File: src/rtl/uart_tx_arbiter_if.sv
`default_nettype none
`timescale 1ns/1ps
// +----------------------------------------------------------------------+
// | Module   : uart_tx_arbiter_if                                         |
// | Purpose  : Bundles the producer request/data signals and the uArtTx   |
// |            drive signals of uart_tx_arbiter.                          |
// | Signals  : baudSel    requested baud code (producer side)             |
// |            req        per-requester request level                     |
// |            reqData    byte i at bits [8i+7:8i]                        |
// |            grant      one-hot "byte taken" pulse                      |
// |            grantId    index of the last granted requester             |
// |            txData     byte to uArtTx dataInput                        |
// |            txStart    one-cycle start pulse to uArtTx                 |
// |            txBaudRate baud code to uArtTx baudRate                    |
// |            busy       frame in progress                               |
// | Modports : master = producers / environment, slave = arbiter          |
// | Revision : 1.0  initial release                                       |
// +----------------------------------------------------------------------+
interface uart_tx_arbiter_if #(
  parameter int NUM_REQ = 4
);
  localparam int ID_W = $clog2(NUM_REQ);

  logic [1:0]           baudSel;
  logic [NUM_REQ-1:0]   req;
  logic [8*NUM_REQ-1:0] reqData;
  logic [NUM_REQ-1:0]   grant;
  logic [ID_W-1:0]      grantId;
  logic [7:0]           txData;
  logic                 txStart;
  logic [1:0]           txBaudRate;
  logic                 busy;

  modport master (
    output baudSel, req, reqData,
    input  grant, grantId, txData, txStart, txBaudRate, busy
  );

  modport slave (
    input  baudSel, req, reqData,
    output grant, grantId, txData, txStart, txBaudRate, busy
  );
endinterface
`default_nettype wire

File: src/rtl/uart_tx_arbiter.sv
`default_nettype none
`timescale 1ns/1ps
// +----------------------------------------------------------------------+
// | Module   : uart_tx_arbiter                                            |
// | Purpose  : Round-robin arbiter/sequencer sharing one uArtTx between   |
// |            NUM_REQ byte producers. One requester is granted per       |
// |            frame; the frame is timed locally from the latched baud    |
// |            code because the transmitter has no busy output.           |
// | Ports    : clkTx  the only clock, rising edge                         |
// |            reset  synchronous, active-high                            |
// |            bus    uart_tx_arbiter_if.slave (req/data in, tx drive out)|
// | Revision : 1.0  initial release                                       |
// +----------------------------------------------------------------------+
module uart_tx_arbiter #(
  parameter int NUM_REQ       = 4,
  parameter int CPB_SLOWEST   = 41667,
  parameter int CPB_KINDASLOW = 20833,
  parameter int CPB_SLOW      = 10417,
  parameter int CPB_NORMAL    = 5208,
  parameter int GUARD_CLKS    = 2
) (
  input  wire logic          clkTx,
  input  wire logic          reset,
  uart_tx_arbiter_if.slave   bus
);

  localparam int ID_W = $clog2(NUM_REQ);

  // Last counter value of a frame (FRAME-1) per baud code, folded at
  // elaboration so no multiplier is built.
  localparam logic [19:0] c_LAST_B0 = 20'(10*CPB_SLOWEST   + GUARD_CLKS - 1);
  localparam logic [19:0] c_LAST_B1 = 20'(10*CPB_KINDASLOW + GUARD_CLKS - 1);
  localparam logic [19:0] c_LAST_B2 = 20'(10*CPB_SLOW      + GUARD_CLKS - 1);
  localparam logic [19:0] c_LAST_B3 = 20'(10*CPB_NORMAL    + GUARD_CLKS - 1);

  localparam logic [ID_W:0]   c_NUM  = (ID_W+1)'(NUM_REQ);
  localparam logic [ID_W-1:0] c_LAST = ID_W'(NUM_REQ-1);

  typedef enum logic [1:0] {
    S_IDLE  = 2'd0,
    S_ISSUE = 2'd1,
    S_SEND  = 2'd2
  } state_t;

  state_t               r_state;
  state_t               w_stateNext;

  logic [NUM_REQ-1:0]   r_grant,    w_grantNext;
  logic [ID_W-1:0]      r_grantId,  w_grantIdNext;
  logic [7:0]           r_txData,   w_txDataNext;
  logic                 r_txStart,  w_txStartNext;
  logic [1:0]           r_txBaud,   w_txBaudNext;
  logic                 r_busy,     w_busyNext;
  logic [19:0]          r_cnt,      w_cntNext;
  // Index holding the highest priority in the next IDLE decision.
  logic [ID_W-1:0]      r_ptr,      w_ptrNext;

  // Arbitration results
  logic [NUM_REQ-1:0]   w_reqRot;
  logic [ID_W-1:0]      w_off;
  logic [ID_W:0]        w_sum;
  logic [ID_W-1:0]      w_winner;
  logic [NUM_REQ-1:0]   w_winnerOh;
  logic                 w_anyReq;
  logic [7:0]           w_winData;
  logic [19:0]          w_frameLast;

  // ---------------------------------------------------------------------
  // Round-robin search. The request vector is rotated so that bit 0 is the
  // pointer position; the lowest set bit of the rotated vector is then the
  // distance from the pointer to the winner.
  // ---------------------------------------------------------------------
  always_comb begin
    w_reqRot = NUM_REQ'({bus.req, bus.req} >> r_ptr);
    w_anyReq = |bus.req;
    w_off    = '0;
    // Descending scan so the lowest set bit is the one left in w_off.
    for (int k = NUM_REQ-1; k >= 0; k--) begin
      if (w_reqRot[k]) begin
        w_off = ID_W'(k);
      end
    end
    w_sum = {1'b0, r_ptr} + {1'b0, w_off};
    if (w_sum >= c_NUM) begin
      w_sum = w_sum - c_NUM;
    end
    w_winner   = w_sum[ID_W-1:0];
    w_winnerOh = NUM_REQ'(1) << w_winner;
    w_winData  = 8'(bus.reqData >> {w_winner, 3'b000});
  end

  // Frame end is chosen from the latched baud code only, so baudSel
  // changes mid-frame cannot stretch or shorten the frame in flight.
  always_comb begin
    w_frameLast = c_LAST_B0;
    case (r_txBaud)
      2'b00:   w_frameLast = c_LAST_B0;
      2'b01:   w_frameLast = c_LAST_B1;
      2'b10:   w_frameLast = c_LAST_B2;
      default: w_frameLast = c_LAST_B3;
    endcase
  end

  // ---------------------------------------------------------------------
  // Next-state and next-output logic. Outputs are registered, so the IDLE
  // decision loads the grant/start values that are visible during ISSUE.
  // ---------------------------------------------------------------------
  always_comb begin
    w_stateNext   = r_state;
    w_grantNext   = '0;
    w_txStartNext = 1'b0;
    w_grantIdNext = r_grantId;
    w_txDataNext  = r_txData;
    w_txBaudNext  = r_txBaud;
    w_busyNext    = r_busy;
    w_cntNext     = r_cnt;
    w_ptrNext     = r_ptr;

    case (r_state)
      S_IDLE: begin
        w_txBaudNext = bus.baudSel;
        w_busyNext   = 1'b0;
        if (w_anyReq) begin
          w_grantNext   = w_winnerOh;
          w_txStartNext = 1'b1;
          w_txDataNext  = w_winData;
          w_grantIdNext = w_winner;
          w_busyNext    = 1'b1;
          w_ptrNext     = (w_winner == c_LAST) ? '0 : w_winner + 1'b1;
          w_stateNext   = S_ISSUE;
        end
      end

      S_ISSUE: begin
        w_cntNext   = '0;
        w_stateNext = S_SEND;
      end

      S_SEND: begin
        if (r_cnt == w_frameLast) begin
          w_cntNext   = '0;
          w_busyNext  = 1'b0;
          w_stateNext = S_IDLE;
        end else begin
          w_cntNext = r_cnt + 20'd1;
        end
      end

      default: begin
        w_busyNext  = 1'b0;
        w_stateNext = S_IDLE;
      end
    endcase
  end

  // ---------------------------------------------------------------------
  // State and output registers
  // ---------------------------------------------------------------------
  always_ff @(posedge clkTx) begin
    if (reset) begin
      r_state   <= S_IDLE;
      r_grant   <= '0;
      r_grantId <= '0;
      r_txData  <= '0;
      r_txStart <= 1'b0;
      r_txBaud  <= 2'b00;
      r_busy    <= 1'b0;
      r_cnt     <= '0;
      r_ptr     <= '0;
    end else begin
      r_state   <= w_stateNext;
      r_grant   <= w_grantNext;
      r_grantId <= w_grantIdNext;
      r_txData  <= w_txDataNext;
      r_txStart <= w_txStartNext;
      r_txBaud  <= w_txBaudNext;
      r_busy    <= w_busyNext;
      r_cnt     <= w_cntNext;
      r_ptr     <= w_ptrNext;
    end
  end

  assign bus.grant      = r_grant;
  assign bus.grantId    = r_grantId;
  assign bus.txData     = r_txData;
  assign bus.txStart    = r_txStart;
  assign bus.txBaudRate = r_txBaud;
  assign bus.busy       = r_busy;

endmodule
`default_nettype wire

File: src/flat_wrapper.sv
// flat-port wrapper written by rule: the top's interface ports become plain ports
module uart_tx_arbiter_flat 
#(
  parameter int NUM_REQ       = 4,
  parameter int CPB_SLOWEST   = 41667,
  parameter int CPB_KINDASLOW = 20833,
  parameter int CPB_SLOW      = 10417,
  parameter int CPB_NORMAL    = 5208,
  parameter int GUARD_CLKS    = 2
)
  (clkTx, reset, bus_baudSel, bus_req, bus_reqData, bus_grant, bus_grantId, bus_txData, bus_txStart, bus_txBaudRate, bus_busy);
  uart_tx_arbiter_if #(.NUM_REQ(NUM_REQ)) bus_i ();
  input  wire logic clkTx;
  input  wire logic reset;
  input wire logic [$bits(bus_i.baudSel)-1:0] bus_baudSel;
  input wire logic [$bits(bus_i.req)-1:0] bus_req;
  input wire logic [$bits(bus_i.reqData)-1:0] bus_reqData;
  output wire logic [$bits(bus_i.grant)-1:0] bus_grant;
  output wire logic [$bits(bus_i.grantId)-1:0] bus_grantId;
  output wire logic [$bits(bus_i.txData)-1:0] bus_txData;
  output wire logic [$bits(bus_i.txStart)-1:0] bus_txStart;
  output wire logic [$bits(bus_i.txBaudRate)-1:0] bus_txBaudRate;
  output wire logic [$bits(bus_i.busy)-1:0] bus_busy;
  assign bus_i.baudSel = bus_baudSel;
  assign bus_i.req = bus_req;
  assign bus_i.reqData = bus_reqData;
  assign bus_grant = bus_i.grant;
  assign bus_grantId = bus_i.grantId;
  assign bus_txData = bus_i.txData;
  assign bus_txStart = bus_i.txStart;
  assign bus_txBaudRate = bus_i.txBaudRate;
  assign bus_busy = bus_i.busy;
  uart_tx_arbiter #(.NUM_REQ(NUM_REQ), .CPB_SLOWEST(CPB_SLOWEST), .CPB_KINDASLOW(CPB_KINDASLOW), .CPB_SLOW(CPB_SLOW), .CPB_NORMAL(CPB_NORMAL), .GUARD_CLKS(GUARD_CLKS)) u_core (.clkTx(clkTx), .reset(reset), .bus(bus_i));
endmodule
File: config.mk
export PLATFORM = sky130hd
export DESIGN_NAME = uart_tx_arbiter_flat
export DESIGN_NICKNAME = d
export VERILOG_FILES = /design/src/rtl/uart_tx_arbiter_if.sv /design/src/rtl/uart_tx_arbiter.sv /design/src/flat_wrapper.sv
export SDC_FILE = /design/constraint.sdc
export NUM_CORES = 1
export LEC_CHECK = 0
export ABC_AREA = 1
export CAP_MARGIN = 40
export CORE_ASPECT_RATIO = 1.25
export CORE_MARGIN = 2
export CORE_UTILIZATION = 25
export CTS_CLUSTER_DIAMETER = 200
export DETAILED_ROUTE_END_ITERATION = 8
export MAX_ROUTING_LAYER = met4
export SLEW_MARGIN = 10
export SYNTH_ARGS = -nofsm -noshare
export SYNTH_HDL_FRONTEND = slang
export SYNTH_SLANG_ARGS = --single-unit
File: constraint.sdc
create_clock -name clkTx -period 3.13 [get_ports clkTx]
set_input_delay 0.313 -clock clkTx [delete_from_list [all_inputs] [get_ports clkTx]]
set_output_delay 0.313 -clock clkTx [all_outputs]
set_load 0.02 [all_outputs]
==> tab_implementation.tex <==
\begin{tabular}{lr}
\hline
Metric & Value \\
\hline
\multicolumn{2}{l}{\textbf{STA}} \\
Final worst setup slack & 0.771 ns \\
Achievable clock frequency & 0.424 GHz \\
Relative slew margins & 50.2\% \\
Minimum clock period after layout & 2.36 ns \\
Worst Hold Margin & 0.449 ns \\
Total Negative Setup Slacks & 0 ns \\
Actual transition at the worst max-transition pin & 0.744 ns \\
Endpoints failing hold & 0 \\
RSZ-0062 raised after global routing & no \\
Final Setup Violations & 0 \\
Final cycle utilization of the critical path & 75.4\% \\
Fin Clk Skew & 0.00373 ns \\
Final Max Tran Viols & 0 \\
\multicolumn{2}{l}{\textbf{Worst setup path}} \\
Req. time, crit path & 3.31 ns \\
Nature of the critical path endpoint & register \\
Reg-to-reg startpoint & u\_core.r\_state[0]\$\_SDFFE\_PP0P\_ \\
CP Launch Type & register \\
Worst reg2reg endpoint & u\_core.r\_cnt[15]\$\_SDFFE\_PP0P\_ \\
CP max FO & 11 \\
Register-to-Register Setup Slack & 0.77 ns \\
Most numerous cell on the critical path & sky130\_fd\_sc\_hd\_\_inv\_1 \\
Startpoint-to-endpoint class of the critical path & reg2reg \\
Max stage delay cell, worst path & sky130\_fd\_sc\_hd\_\_ha\_1 \\
Largest incremental delay on the critical path & 0.56 ns \\
Cell-by-cell trace of the critical path & inv\_1 > ha\_1 > inv\_1 > nor2\_2 > nand2\_1 > inv\_1 > nand4\_1 > nor2\_1 > nand2\_1 > o21ai\_0 > nor2\_1 \\
Logic depth of the worst register-to-register path & 11 \\
Critical path arrival & 2.54 ns \\
\multicolumn{2}{l}{\textbf{Floorplan}} \\
Std-Cell Rows & 42 \\
Core box area & 10700 um2 \\
X dimension of the die & 98.1 um \\
Die ar. & 11900 um2 \\
I/O pin cnt & 58 \\
Vertical extent of the die & 122 um \\
Initial Utilization & 26.0\% \\
\multicolumn{2}{l}{\textbf{Logic synthesis}} \\
Library cell with the largest summed area after synthesis & sky130\_fd\_sc\_hd\_\_dfxtp\_1 \\
Syn avg cell area & 6.47 um2 \\
Number of synthesis warnings & 0 \\
Net count of the mapped netlist & 482 \\
Unique cell type count in the Yosys netlist & 31 \\
Top-area cell type share of the netlist area & 30.4\% \\
Number of synthesized register bits & 42 \\
Post-Synthesis Cell Area & 2770 um2 \\
Top cells by area in the synthesized netlist & sky130\_fd\_sc\_hd\_\_dfxtp\_1 (30\%), sky130\_fd\_sc\_hd\_\_nand2\_1 (21\%), sky130\_fd\_sc\_hd\_\_ha\_1 (6.3\%) \\
Post-Synthesis Cells & 428 \\
Sequential share of the synthesized area & 30.4\% \\
\multicolumn{2}{l}{\textbf{Global routing}} \\
Total Routing Usage GR & 13.0\% \\
Global Route met3 Usage & 3.16\% \\
Vias in the first global route & 2705 \\
Grt total ovfl & 0 \\
Global Route met1 Usage & 13.9\% \\
Busiest metal layer after global routing & met2 \\
Wire length of the first global-routing pass & 12.3 mm \\
Global Route met2 Usage & 23.0\% \\
Initial antenna violation count & 0 \\
Pin count of the biggest net entering global routing & 19 \\
\multicolumn{2}{l}{\textbf{Pwr}} \\
Pwr dens & 796 nW/um2 \\
Net switching share of the total power & 43.5\% \\
Maximum VDD drop & 525 uV \\
Part of the total power dissipated in the clock network & 20.8\% \\
Leak Pwr & 1.58 nW \\
P\_int & 1.63 mW \\
Overall power & 2.88 mW \\
Psw & 1.25 mW \\
Sequential cell fraction of total power & 25.7\% \\
Share of power burned in combinational logic & 53.6\% \\
\multicolumn{2}{l}{\textbf{Finish}} \\
Summed area of non-filler cells in the final layout & 3610 um2 \\
Total inserted antenna cells & 0 \\
Most common cell after layout, fill and taps aside & sky130\_fd\_sc\_hd\_\_nand2\_1 \\
Area growth from synthesis to layout & 30.5\% \\
Share of cells above drive strength 1 & 7.63\% \\
Net total in the final layout & 538 \\
Highest-count cells in the layout ignoring fill and taps & sky130\_fd\_sc\_hd\_\_nand2\_1 (155), sky130\_fd\_sc\_hd\_\_clkdlybuf4s50\_1 (57), sky130\_fd\_sc\_hd\_\_inv\_1 (45) \\
\multicolumn{2}{l}{\textbf{Route}} \\
Length of the first detailed-routing pass in iterations & 4 \\
Residual antenna-violating net count after detailed routing & 0 \\
Vias & 2746 \\
Number of DRC violations after detailed routing & 0 \\
Average wire per standard cell & 11.6 um \\
DRT Wirelength & 7.18 mm \\
Iter 0 DRT Violations & 88 \\
Mean number of vias per cell & 4.45 \\
\multicolumn{2}{l}{\textbf{Place}} \\
Half-perimeter wire length of the detailed placement result & 5.84 mm \\
Cell area after placement & 3450 um2 \\
DP Worst Slack & 0.576 ns \\
Number of buffer cells added on primary ports & 57 \\
Global placement routability congestion & 0.950 \\
\multicolumn{2}{l}{\textbf{CTS}} \\
CTS sink count & 42 \\
Clock tree from TritonCTS & yes \\
Root buf cell & sky130\_fd\_sc\_hd\_\_clkbuf\_16 \\
H-tree Lvls & 2 \\
Post-cts repair resize count & 0 \\
Clock insertion delay at the later pin of the skew report & 0.29 ns \\
Number of buffers inserted by post-CTS setup repair & 0 \\
Max Root-Sink Buffers & 2 \\
Num CTS Buffers & 5 \\
Clock transition time at the flip-flop clock pins of the worst setup and hold paths & 0.06 ns \\
Cts hold-fix bufs & 0 \\
\multicolumn{2}{l}{\textbf{Job}} \\
Reported max-cap violation count & 0 \\
\multicolumn{2}{l}{\textbf{Worst hold path}} \\
Destination of the worst hold path & u\_core.bus.grantId[0]\$\_SDFFE\_PP0P\_ \\
Worst Hold Depth & 2 \\
Hold Path Class & reg2reg \\
Startpoint of the worst hold path & u\_core.bus.grantId[0]\$\_SDFFE\_PP0P\_ \\
\multicolumn{2}{l}{\textbf{Status}} \\
Result of the run & finished, final reports clean \\
\hline
\end{tabular}
## cells by family after synthesis
family,share of synthesized area [%]
fa+ha+maj,6.33
compound gates,4.56
flops,30.4
buf+inv,9.67
mux,5.06
simple gates,41.8
xor+xnor,2.21
## worst max-delay path: cells and delay by family, from the launching register on
family	cells	cell delay, ns
buf+inv	3	0.43
compound gates	1	0.17
fa+ha+maj	1	0.56
simple gates	6	0.69
flops	1	0.39
## worst max-delay path by stage
stage,startpoint,cells past startpoint,slack [ns],end
after detailed placement,bus_req[2],15,0.58,u_core.bus.txData[2]$_SDFFE_PP0P_
after global placement,bus_req[2],15,0.67,u_core.bus.txData[5]$_SDFFE_PP0P_
after global routing,u_core.r_state[0]$_SDFFE_PP0P_,11,0.42,u_core.r_cnt[15]$_SDFFE_PP0P_
after CTS,u_core.r_state[0]$_SDFFE_PP0P_,11,0.78,u_core.r_cnt[15]$_SDFFE_PP0P_
final,u_core.r_state[0]$_SDFFE_PP0P_,11,0.77,u_core.r_cnt[15]$_SDFFE_PP0P_
after floorplan,u_core.r_ptr[0]$_SDFFE_PP0P_,14,1.12,u_core.bus.txData[6]$_SDFFE_PP0P_
## state kept, by name, indices dropped and copies added (netlist names)
signal                 count
u_core.bus.grantId         2
u_core.r_ptr               2
u_core.r_state             2
u_core.bus.txStart         1
u_core.bus.txData          8
u_core.bus.txBaudRate      2
u_core.bus.busy            1
u_core.r_cnt              20
u_core.bus.grant           4
## through the flow
stage               utilization, %  std cells
floorplan                        -        428
global placement              32.3        609
detailed placement            32.3        609
CTS                           33.9        617
global route                  33.9        617
finish                        33.9        617
## power groups by stage
stage	clock, mW	sequential [mW]	combinational [mW]
final	0.597	0.738	1.54
after global routing	0.629	0.756	1.74
after CTS	0.609	0.738	1.56
after detailed placement	0	0.745	1.56
after global placement	0	0.746	1.54
after floorplan	0	0.834	1.05
## cells in the mapped netlist
library cell                 n
sky130_fd_sc_hd__inv_1      45
sky130_fd_sc_hd__nand2_4     2
sky130_fd_sc_hd__nor2_1     43
sky130_fd_sc_hd__inv_2       6
sky130_fd_sc_hd__dfxtp_1    42
sky130_fd_sc_hd__nand2_1   155
sky130_fd_sc_hd__mux2i_1    14
sky130_fd_sc_hd__nor2_2     16
sky130_fd_sc_hd__clkbuf_1    1
sky130_fd_sc_hd__buf_4       1
sky130_fd_sc_hd__ha_1       14
sky130_fd_sc_hd__clkinv_1    1
sky130_fd_sc_hd__nand3b_1    4
sky130_fd_sc_hd__o211ai_1    1
sky130_fd_sc_hd__nand3_2     2
sky130_fd_sc_hd__o21ai_1     1
sky130_fd_sc_hd__buf_2       6
sky130_fd_sc_hd__nand3_1    29
sky130_fd_sc_hd__xor2_1      6
sky130_fd_sc_hd__buf_6       1
sky130_fd_sc_hd__o21ai_0    12
sky130_fd_sc_hd__o22ai_1     1
sky130_fd_sc_hd__xnor2_1     1
sky130_fd_sc_hd__buf_12      1
sky130_fd_sc_hd__nand2_8     1
sky130_fd_sc_hd__nand4_1     7
sky130_fd_sc_hd__a21boi_0    1
sky130_fd_sc_hd__nor4_1      1
sky130_fd_sc_hd__nor3_1      4
sky130_fd_sc_hd__a21oi_1     8
sky130_fd_sc_hd__nand2_2     1
## area by class of cell
class	instances	area, um2
inverters	52	195
clock inverters	2	37.5
repair buffers	59	586
flip-flops and latches	42	841
well taps	132	165
fillers	1154	7050
multi-input cells	324	1660
clock buffers	6	129
## metal layers
| layer | vias to the layer above | share of wire (%) |
|---|---|---|
| li1 | 1447 | - |
| met1 | 1203 | 42 |
| met2 | 79 | 49 |
| met3 | 17 | 5.7 |
| met4 | 0 | 3.4 |
| met5 | - | 0 |
Note: power is estimated with default switching activity, not from simulation.
